--- src/rtl/change_dispenser_if.sv ---
// Handshake bundle between the vending controller, the coin ejector and
// the change dispenser. Signal names keep their i_/o_ direction prefixes
// as seen from the dispenser.
interface change_dispenser_if #(
  parameter int AMT_W = 8
);
  logic             i_req_valid;
  logic [AMT_W-1:0] i_req_amount;
  logic             o_req_ready;
  logic             o_coin_valid;
  logic [1:0]       o_coin_type;
  logic             i_coin_ack;
  logic             o_done;
  logic             o_short;
  logic [AMT_W-1:0] o_short_amount;
  logic             i_refill;
  logic [1:0]       i_refill_type;
  logic [3:0]       o_empty;

  // Controller/ejector/refill side.
  modport master (
    output i_req_valid, i_req_amount, i_coin_ack, i_refill, i_refill_type,
    input  o_req_ready, o_coin_valid, o_coin_type, o_done, o_short,
           o_short_amount, o_empty
  );

  // Dispenser side.
  modport slave (
    input  i_req_valid, i_req_amount, i_coin_ack, i_refill, i_refill_type,
    output o_req_ready, o_coin_valid, o_coin_type, o_done, o_short,
           o_short_amount, o_empty
  );
endinterface

--- src/rtl/change_dispenser.sv ---
// Change dispenser: pays out a change amount one coin at a time, greedily
// choosing the largest coin that fits and is in stock. Reports the unpaid
// remainder when inventory cannot cover the amount.
module change_dispenser #(
  parameter int AMT_W    = 8,
  parameter int CNT_W    = 6,
  parameter int INIT_CNT = 10
) (
  input  logic              i_clk,
  input  logic              i_reset,
  change_dispenser_if.slave bus
);

  typedef enum logic [1:0] {IDLE, PICK, ISSUE, DONE} state_t;

  localparam logic [CNT_W-1:0] CNT_MAX  = '1;
  localparam logic [CNT_W-1:0] CNT_INIT = CNT_W'(INIT_CNT);

  state_t           state, state_next;
  logic [AMT_W-1:0] remaining;
  logic [AMT_W-1:0] remaining_after;
  logic [1:0]       coin_type;
  logic             short_q;
  logic [AMT_W-1:0] short_amt;
  logic [CNT_W-1:0] count [4];
  logic             pick_found;
  logic [1:0]       pick_type;
  logic             ack_take;

  // Coin face values in cents: 1c, 5c, 10c, 25c.
  function automatic logic [AMT_W-1:0] coin_value(input logic [1:0] d);
    case (d)
      2'd0:    coin_value = AMT_W'(1);
      2'd1:    coin_value = AMT_W'(5);
      2'd2:    coin_value = AMT_W'(10);
      default: coin_value = AMT_W'(25);
    endcase
  endfunction

  assign ack_take        = (state == ISSUE) && bus.i_coin_ack;
  assign remaining_after = remaining - coin_value(coin_type);

  // Greedy choice: scan upward so the highest eligible denomination wins.
  always_comb begin
    // NOTE: every combinational output gets a default first so no path
    // leaves it unassigned, which would infer a latch.
    pick_found = 1'b0;
    pick_type  = 2'd0;
    for (int d = 0; d < 4; d++) begin
      if (count[d] != '0 && coin_value(2'(d)) <= remaining) begin
        pick_found = 1'b1;
        pick_type  = 2'(d);
      end
    end
  end

  // State register.
  always_ff @(posedge i_clk or posedge i_reset) begin
    // NOTE: sequential state uses non-blocking assignments so every flop
    // samples pre-edge values regardless of statement order.
    if (i_reset) state <= IDLE;
    else         state <= state_next;
  end

  // Next-state decode.
  always_comb begin
    state_next = state;
    case (state)
      IDLE:  if (bus.i_req_valid)
               state_next = (bus.i_req_amount == '0) ? DONE : PICK;
      PICK:  state_next = pick_found ? ISSUE : DONE;
      ISSUE: if (bus.i_coin_ack)
               state_next = (remaining_after == '0) ? DONE : PICK;
      DONE:  state_next = IDLE;
      default: state_next = IDLE;
    endcase
  end

  // Amount tracking, selected coin and shortfall result.
  always_ff @(posedge i_clk or posedge i_reset) begin
    if (i_reset) begin
      remaining <= '0;
      coin_type <= 2'd0;
      short_q   <= 1'b0;
      short_amt <= '0;
    end else begin
      case (state)
        IDLE: if (bus.i_req_valid) begin
          remaining <= bus.i_req_amount;
          short_q   <= 1'b0;
          short_amt <= '0;
        end
        PICK: if (pick_found) begin
          coin_type <= pick_type;
        end else begin
          short_q   <= 1'b1;
          short_amt <= remaining;
        end
        ISSUE: if (bus.i_coin_ack) remaining <= remaining_after;
        default: ;
      endcase
    end
  end

  // Inventory counters: ack decrements, refill increments with saturation;
  // both on the same denomination cancel out.
  always_ff @(posedge i_clk or posedge i_reset) begin
    // NOTE: the four counters are a tiny register file, not a RAM, so they
    // are reset to a known inventory like any other state.
    if (i_reset) begin
      for (int d = 0; d < 4; d++) count[d] <= CNT_INIT;
    end else begin
      for (int d = 0; d < 4; d++) begin
        if (bus.i_refill && bus.i_refill_type == 2'(d) &&
            !(ack_take && coin_type == 2'(d))) begin
          if (count[d] != CNT_MAX) count[d] <= count[d] + CNT_W'(1);
        end else if (ack_take && coin_type == 2'(d) &&
                     !(bus.i_refill && bus.i_refill_type == 2'(d))) begin
          count[d] <= count[d] - CNT_W'(1);
        end
      end
    end
  end

  // Empty flags follow the counters directly.
  always_comb begin
    for (int d = 0; d < 4; d++) bus.o_empty[d] = (count[d] == '0);
  end

  assign bus.o_req_ready    = (state == IDLE);
  assign bus.o_coin_valid   = (state == ISSUE);
  assign bus.o_coin_type    = coin_type;
  assign bus.o_done         = (state == DONE);
  assign bus.o_short        = short_q;
  assign bus.o_short_amount = short_amt;

endmodule

--- src/flat_wrapper.sv ---
// flat-port wrapper written by rule: the top's interface ports become plain ports
module change_dispenser_flat 
#(
  parameter int AMT_W    = 8,
  parameter int CNT_W    = 6,
  parameter int INIT_CNT = 10
)
  (i_clk, i_reset, bus_i_req_valid, bus_i_req_amount, bus_i_coin_ack, bus_i_refill, bus_i_refill_type, bus_o_req_ready, bus_o_coin_valid, bus_o_coin_type, bus_o_done, bus_o_short, bus_o_short_amount, bus_o_empty);
  change_dispenser_if #(.AMT_W(AMT_W)) bus_i ();
  input  logic i_clk;
  input  logic i_reset;
  input wire logic [$bits(bus_i.i_req_valid)-1:0] bus_i_req_valid;
  input wire logic [$bits(bus_i.i_req_amount)-1:0] bus_i_req_amount;
  input wire logic [$bits(bus_i.i_coin_ack)-1:0] bus_i_coin_ack;
  input wire logic [$bits(bus_i.i_refill)-1:0] bus_i_refill;
  input wire logic [$bits(bus_i.i_refill_type)-1:0] bus_i_refill_type;
  output wire logic [$bits(bus_i.o_req_ready)-1:0] bus_o_req_ready;
  output wire logic [$bits(bus_i.o_coin_valid)-1:0] bus_o_coin_valid;
  output wire logic [$bits(bus_i.o_coin_type)-1:0] bus_o_coin_type;
  output wire logic [$bits(bus_i.o_done)-1:0] bus_o_done;
  output wire logic [$bits(bus_i.o_short)-1:0] bus_o_short;
  output wire logic [$bits(bus_i.o_short_amount)-1:0] bus_o_short_amount;
  output wire logic [$bits(bus_i.o_empty)-1:0] bus_o_empty;
  assign bus_i.i_req_valid = bus_i_req_valid;
  assign bus_i.i_req_amount = bus_i_req_amount;
  assign bus_i.i_coin_ack = bus_i_coin_ack;
  assign bus_i.i_refill = bus_i_refill;
  assign bus_i.i_refill_type = bus_i_refill_type;
  assign bus_o_req_ready = bus_i.o_req_ready;
  assign bus_o_coin_valid = bus_i.o_coin_valid;
  assign bus_o_coin_type = bus_i.o_coin_type;
  assign bus_o_done = bus_i.o_done;
  assign bus_o_short = bus_i.o_short;
  assign bus_o_short_amount = bus_i.o_short_amount;
  assign bus_o_empty = bus_i.o_empty;
  change_dispenser #(.AMT_W(AMT_W), .CNT_W(CNT_W), .INIT_CNT(INIT_CNT)) u_core (.i_clk(i_clk), .i_reset(i_reset), .bus(bus_i));
endmodule
--- config.mk ---
export PLATFORM = sky130hd
export DESIGN_NAME = change_dispenser_flat
export DESIGN_NICKNAME = d
export VERILOG_FILES = /design/src/rtl/change_dispenser_if.sv /design/src/rtl/change_dispenser.sv /design/src/flat_wrapper.sv
export SDC_FILE = /design/constraint.sdc
export NUM_CORES = 1
export LEC_CHECK = 0
export ABC_AREA = 1
export CAP_MARGIN = 20
export CORE_MARGIN = 5
export CORE_UTILIZATION = 45
export CTS_CLUSTER_DIAMETER = 40
export DETAILED_ROUTE_END_ITERATION = 10
export PLACE_DENSITY = 0.66
export SYNTH_ARGS = -nofsm -noshare
export SYNTH_HDL_FRONTEND = slang
export SYNTH_SLANG_ARGS = --single-unit
--- constraint.sdc ---
create_clock -name i_clk -period 3.4 [get_ports i_clk]
set_input_delay 0.51 -clock i_clk [delete_from_list [all_inputs] [get_ports i_clk]]
set_output_delay 0.51 -clock i_clk [all_outputs]
set_load 0.05 [all_outputs]
==> run metrics, run 1 <==
run status=complete, no violations; R2R depth=15; largest family of logic cells by synthesized area=simple AND/OR/NAND/NOR gates; Final HPWL DP=5360 um; Rel. slew slack=63.6%; GRT Resource Usage Total=17.2%; Fin Setup TNS=0 ps; CTS tree=built; CTS Buffer Depth=2; post-synth top area share=29.1%; DIE AREA=8850 um^2; Die Ht=94.1 um; largest cells by area after synthesis=dfrtp_1 29%, nand2_1 12%, ha_1 8.3%; first-pass GRT wire length=12200 um; Synth warnings=0; Synth area leader=dfrtp_1; Antenna Diode Count=0; Crit. Startpoint=u_core.count[22]; WP buf/inv=2; Post-Syn Area=3180 um^2; post_cts resized=0; Post-Syn Instances=416; CTS Buf Count=5; postcts setup bufs=0; via count of the first global-routing pass=2684; Pins Over Slew Limit=0; adder-cell area share of the yosys netlist=11.4%; stages on the worst setup path=4; CTS root buffer=clkbuf_8; Fmax=391 MHz; Cell Chain, Critical Path=inv_1, nand4_1, nor3_1, clkdlybuf4s50_1; CP max stage delay=870 ps; CP max FO=3; Simple-Gate Fraction of Synth Area=30.9%; register area=1140 um^2; total wire length=6990 um; Nets=494; Starting DRT DRC Count=109; placed insts=541; CTS sink cnt=45; Setup crit end kind=primary output; Initial Utilization=46.6%; Worst EP arrival=2050 ps; DR DRC count=0; boundary pin count=33; family with the most delay on the worst path=buffers and inverters; Yosys reg bits=45; Mapped Avg Cell Area=7.65 um^2; Compound-Gate Fraction of Synth Area=10.3%; final hold violations=0; proportion of layout cells with a drive suffix above 1=10.1%; Area growth syn-to-layout=16.8%; Leakage=1.77 nW; count of final setup violators=0; largest net degree at the start of global routing=46; worst-skew pair later-pin latency=310 ps; routed via count=2755; GP Congestion=0.859; library cells used by synthesis=35; Synth Area in XOR/XNOR=4.68%; Worst Hold Class=register to register; Critical Path Start Type=register; cell with the most instances after synthesis=nand2_1; R2R Path End=u_core.count[5]; Die X-Extent=94.1 um; mux cell area share after synthesis=0%; pwr/cell area=902 nW/um^2; number of flops mapped to enable cells by yosys=0; ys flop type=dfrtp_1; Setup crit end=bus_o_empty[0]; area of the multi-input gates=1820 um^2; Peak VDD IR=0.491 mV; Worst Path Required=2890 ps; Synth top cells by count=102 x nand2_1, 51 x inv_1, 45 x nand3_1; worst-margin pin slew=546 ps; hold_sp=u_core.bus.o_short; CTS clk-pin slew, worst paths=100 ps; Seq/Total Area, Yosys=35.7%; total grt overflow=0; hold slack=493 ps; FF-to-FF setup slack=880 ps; number of antenna violations at the first check in global routing=0; Final period util=75.2%; RR Startpoint=u_core.state[0]; drt wl/cell=12.7 um; vias per inst=5.01; Post-CTS Hold Fix Bufs=0; RSZ-0062 raised after global routing=no; H-tree depth=2; fraction of registers with async set/reset=100%; Worst Skew=12.5 ps; row cnt=30; Pre-antenna DRT Iters=5; Antenna Nets Post-Route=0; max cap viols=0; critical path class=register to primary output; core area=6830 um^2; Syn Nets=457; filler instances=634; fin crit period=2560 ps; IO buf count=32; Final Util=54.4%; critical path's slowest cell=clkdlybuf4s50_1; Finished Layout Cells=550
worst register-to-register path: stages (launching register included):
cell	delay [ps]
dfrtp_1	470
nor2_4	320
nand2_4	130
nor2_2	120
nor2_1	80
inv_1	190
ha_1	320
a21oi_1	180
nand2_1	80
nand2_1	80
nand2_1	60
nand2_1	70
nand2_1	50
nand2_1	60
nand3_2	60
xor2_1	140
sequential cells by signal, summed over array words and instances, names as in the netlist:
| name | count |
|---|---|
| u_core.bus.o_coin_type | 2 |
| u_core.bus.o_short | 1 |
| u_core.bus.o_short_amount | 8 |
| u_core.count | 24 |
| u_core.remaining | 8 |
| u_core.state | 2 |
kinds of logic after synthesis:
family	count (synthesis)
adders and majority gates	26
buffers and inverters	56
DFF	45
xor gates and xnor gates	17
and+or+nand+nor	215
AOI/OAI and AO/OA	57
layer usage:
layer	part of all wire, %	vias to the layer above	GRT usage [%]
met5	0	-	0
met4	1.1	0	5.05
met3	2.9	6	2.48
met2	46	33	27.2
met1	50	1269	24.2
li1	-	1447	-
placed cells by master, fill, tap and decap left out, types with 2 or more instances in the layout:
master             n
o22ai_1            6
fa_1               5
nor2_4             2
nor3_1             4
nand2_2            6
nor2_2             5
nor2_1            30
a21oi_1           22
xor2_1            13
xnor2_1            4
o211ai_1           2
nand3_2            2
ha_1              21
or2_2              4
dfstp_2            8
o21ai_0           21
dfrtp_1           37
nand4_1            9
clkdlybuf4s50_1   32
clkbuf_8           5
nand3_1           45
nand2_1          102
inv_2              3
nor3_2             2
inv_1             50
nor4_1             2
final cells by class:
type,instances,area share (%)
Timing Repair Buffer,33,9.36
Clock inverter,3,0.572
Tap cell,96,3.23
Clock buffer,5,1.85
Sequential cell,45,30.6
Inverter,53,5.35
Multi-Input combinational cell,315,49.1
worst min path at each step:
stage                                              end  slack, ps  cells after the start
after CTS                           u_core.bus.o_short        500                      2
final                               u_core.bus.o_short        490                      2
after floorplan           u_core.bus.o_short_amount[0]        470                      2
after global routing      u_core.bus.o_short_amount[3]        530                      2
after detailed placement            u_core.bus.o_short        480                      2
after global placement              u_core.bus.o_short        470                      2
where the power goes:
part / internal (mW) / switching, mW
sequential: 0.785 / 0.274
combinational: 0.741 / 1.19
clock: 0.147 / 0.215
total: 1.67 / 1.68
stage by stage:
stage	area, um^2	total power, mW	setup slack (ps)
after floorplan	3180	2.54	947
after global placement	3600	2.93	649
after detailed placement	3600	2.98	587
after CTS	3690	3.36	837
after global routing	3720	3.71	598
final	3720	3.35	843
Power figures use the tool's default switching activity.
==> inputs of run 2 (changes only) <==
- clock period: 3.4 -> 2.6 ns (I/O delays scaled with it)
==> run metrics, run 2 (synthesized netlist as in run 1, its figures left out) <==
Cell Chain, Critical Path=inv_1, nand4_1, nor3_1, clkdlybuf4s50_1; vias per inst=5.03 (+0.46%); Area growth syn-to-layout=19.0%; Peak VDD IR=0.626 mV (+28%); total wire length=7010 um (+0.31%); Metal-1 WL=3400 um (-2.7%); largest net degree at the start of global routing=25 (-46%); max reg flops=24 (unchanged); Nets=500 (+1.2%); Crit. Startpoint=u_core.count[22]; Final period util=93.7%; CTS tree=built; commonest non-fill, non-tap cell in the layout=nand2_1; stages on the worst setup path=4 (unchanged); CP max FO=3 (unchanged); Worst EP arrival=2050 ps (about the same); hold slack=445 ps (-48.6 ps); Fmax=411 MHz; Antenna Diode Count=0 (unchanged); Initial Utilization=46.6% (unchanged); pwr/cell area=1190 nW/um^2 (+32%); WP buf/inv=2 (unchanged); R2R depth=16 (+1); Antenna Nets Post-Route=0 (unchanged); met3 wire length=247 um (+23%); Worst Skew=12.9 ps (+0.437 ps); via count of the first global-routing pass=2732 (+1.8%); Setup crit end kind=primary output; CTS clk-pin slew, worst paths=90 ps (about the same); Post-CTS Hold Fix Bufs=0 (unchanged); routed via count=2798 (+1.6%); Detail Route met2 WL=3240 um (+0.96%); postcts setup bufs=0 (unchanged); number of antenna violations at the first check in global routing=0 (unchanged); Worst Path Required=2210 ps (-680 ps); GRT Resource Usage Total=17.3% (+0.15 points); GP Congestion=0.855 (-0.52%); max cap viols=0 (unchanged); run status=complete, no violations; Pre-antenna DRT Iters=4 (-1); Pins Over Slew Limit=0 (unchanged); CP max stage delay=870 ps (about the same); family with the most delay on the worst path=buffers and inverters; Rel. slew slack=64.0% (+0.41 points); FF-to-FF setup slack=320 ps (-560 ps); proportion of layout cells with a drive suffix above 1=11.5% (+1.4 points); DR DRC count=0 (unchanged); Setup crit end=bus_o_empty[0]; Critical Path Start Type=register; fin crit period=2440 ps; Starting DRT DRC Count=115 (+5.5%); CTS root buffer=clkbuf_8; drt wl/cell=12.6 um (-0.77%); first-pass GRT wire length=12400 um (+1.4%); DIE AREA=8850 um^2 (unchanged); Final HPWL DP=5570 um (+3.9%); Die Ht=94.1 um (unchanged); CTS Buf Count=5 (unchanged); count of final setup violators=0 (unchanged); core area=6830 um^2 (unchanged); DR top layer=met4; CTS sink cnt=45 (unchanged); row cnt=30 (unchanged); R2R Path End=u_core.count[17]; largest reg by FF count=u_core.count; critical path class=register to primary output; H-tree depth=2 (unchanged); total grt overflow=0 (unchanged); post_cts resized=0 (unchanged); worst-skew pair later-pin latency=300 ps (about the same); Worst Hold Class=input pin to async pin; IO buf count=32 (unchanged); critical path's slowest cell=clkdlybuf4s50_1; worst-margin pin slew=540 ps (-6.14 ps); RSZ-0062 raised after global routing=no; CTS Buffer Depth=2 (unchanged); RR Startpoint=u_core.bus.o_coin_type[1]; final hold violations=0 (unchanged); boundary pin count=33 (unchanged); total power=4.49 mW (+34%); most frequent cells in the layout=101 x nand2_1, 50 x inv_1, 45 x nand3_1, 36 x dfrtp_1, 32 x clkdlybuf4s50_1; Leakage=1.81 nW (+2.1%); Die X-Extent=94.1 um (unchanged)
run 2: per-layer routing:
metal  vias to the layer above  GRT usage, %
li1                       1462             -
met1                      1285          24.4
met2                        40          26.9
met3                        11          3.45
met4                         0          4.81
met5                         -             0
run 2: how the worst min path moves through the flow:
stage                             start                           end  slack (ps)  cells after the start
detailed placement   u_core.bus.o_short            u_core.bus.o_short         480                      2
finish                          i_reset              u_core.count[23]         440                      2
CTS                             i_reset              u_core.count[23]         460                      2
global route                    i_reset              u_core.count[23]         480                      2
global placement     u_core.bus.o_short            u_core.bus.o_short         470                      2
floorplan           u_core.remaining[0]  u_core.bus.o_short_amount[0]         470                      2
run 2: power breakdown:
part | total [mW] | switching (mW) | internal, mW
combinational | 2.54 | 1.56 | 0.982
sequential | 1.39 | 0.360 | 1.03
clock | 0.563 | 0.249 | 0.314
run 2: worst register-to-register path, cell delays in order (launching register included):
cell and delay [ps]:
dfrtp_1 490, inv_1 100, nand2_1 120, nor2_2 70, nor2_2 140, inv_1 120
buf_4 170, ha_1 270, nand3_1 110, nand2_1 70, nand2_1 80, nand2_1 50
nand2_1 70, nand2_1 50, nand2_1 50, nand3_1 70, xor2_1 150
run 2: area by class of cell:
class | instances | area (um^2)
multi-input combinational | 315 | 1830
clock inverter | 1 | 30.0
clock buffer | 7 | 86.3
tap | 96 | 120
inverter | 53 | 199
timing repair buffer | 39 | 385
sequential | 45 | 1140
fill | 679 | 3050
run 2: through the flow:
step	TNS, ps	setup WS, ps	cells	utilization, %	area (um^2)
2_1_floorplan	0	147	416	-	3180
3_3_place_gp	0	43.2	548	53.6	3660
3_5_place_dp	-31.2	-31.2	548	53.6	3660
4_1_cts	0	162	556	55.3	3780
5_1_grt	0	41.0	556	55.4	3780
6_report	0	164	556	55.4	3780
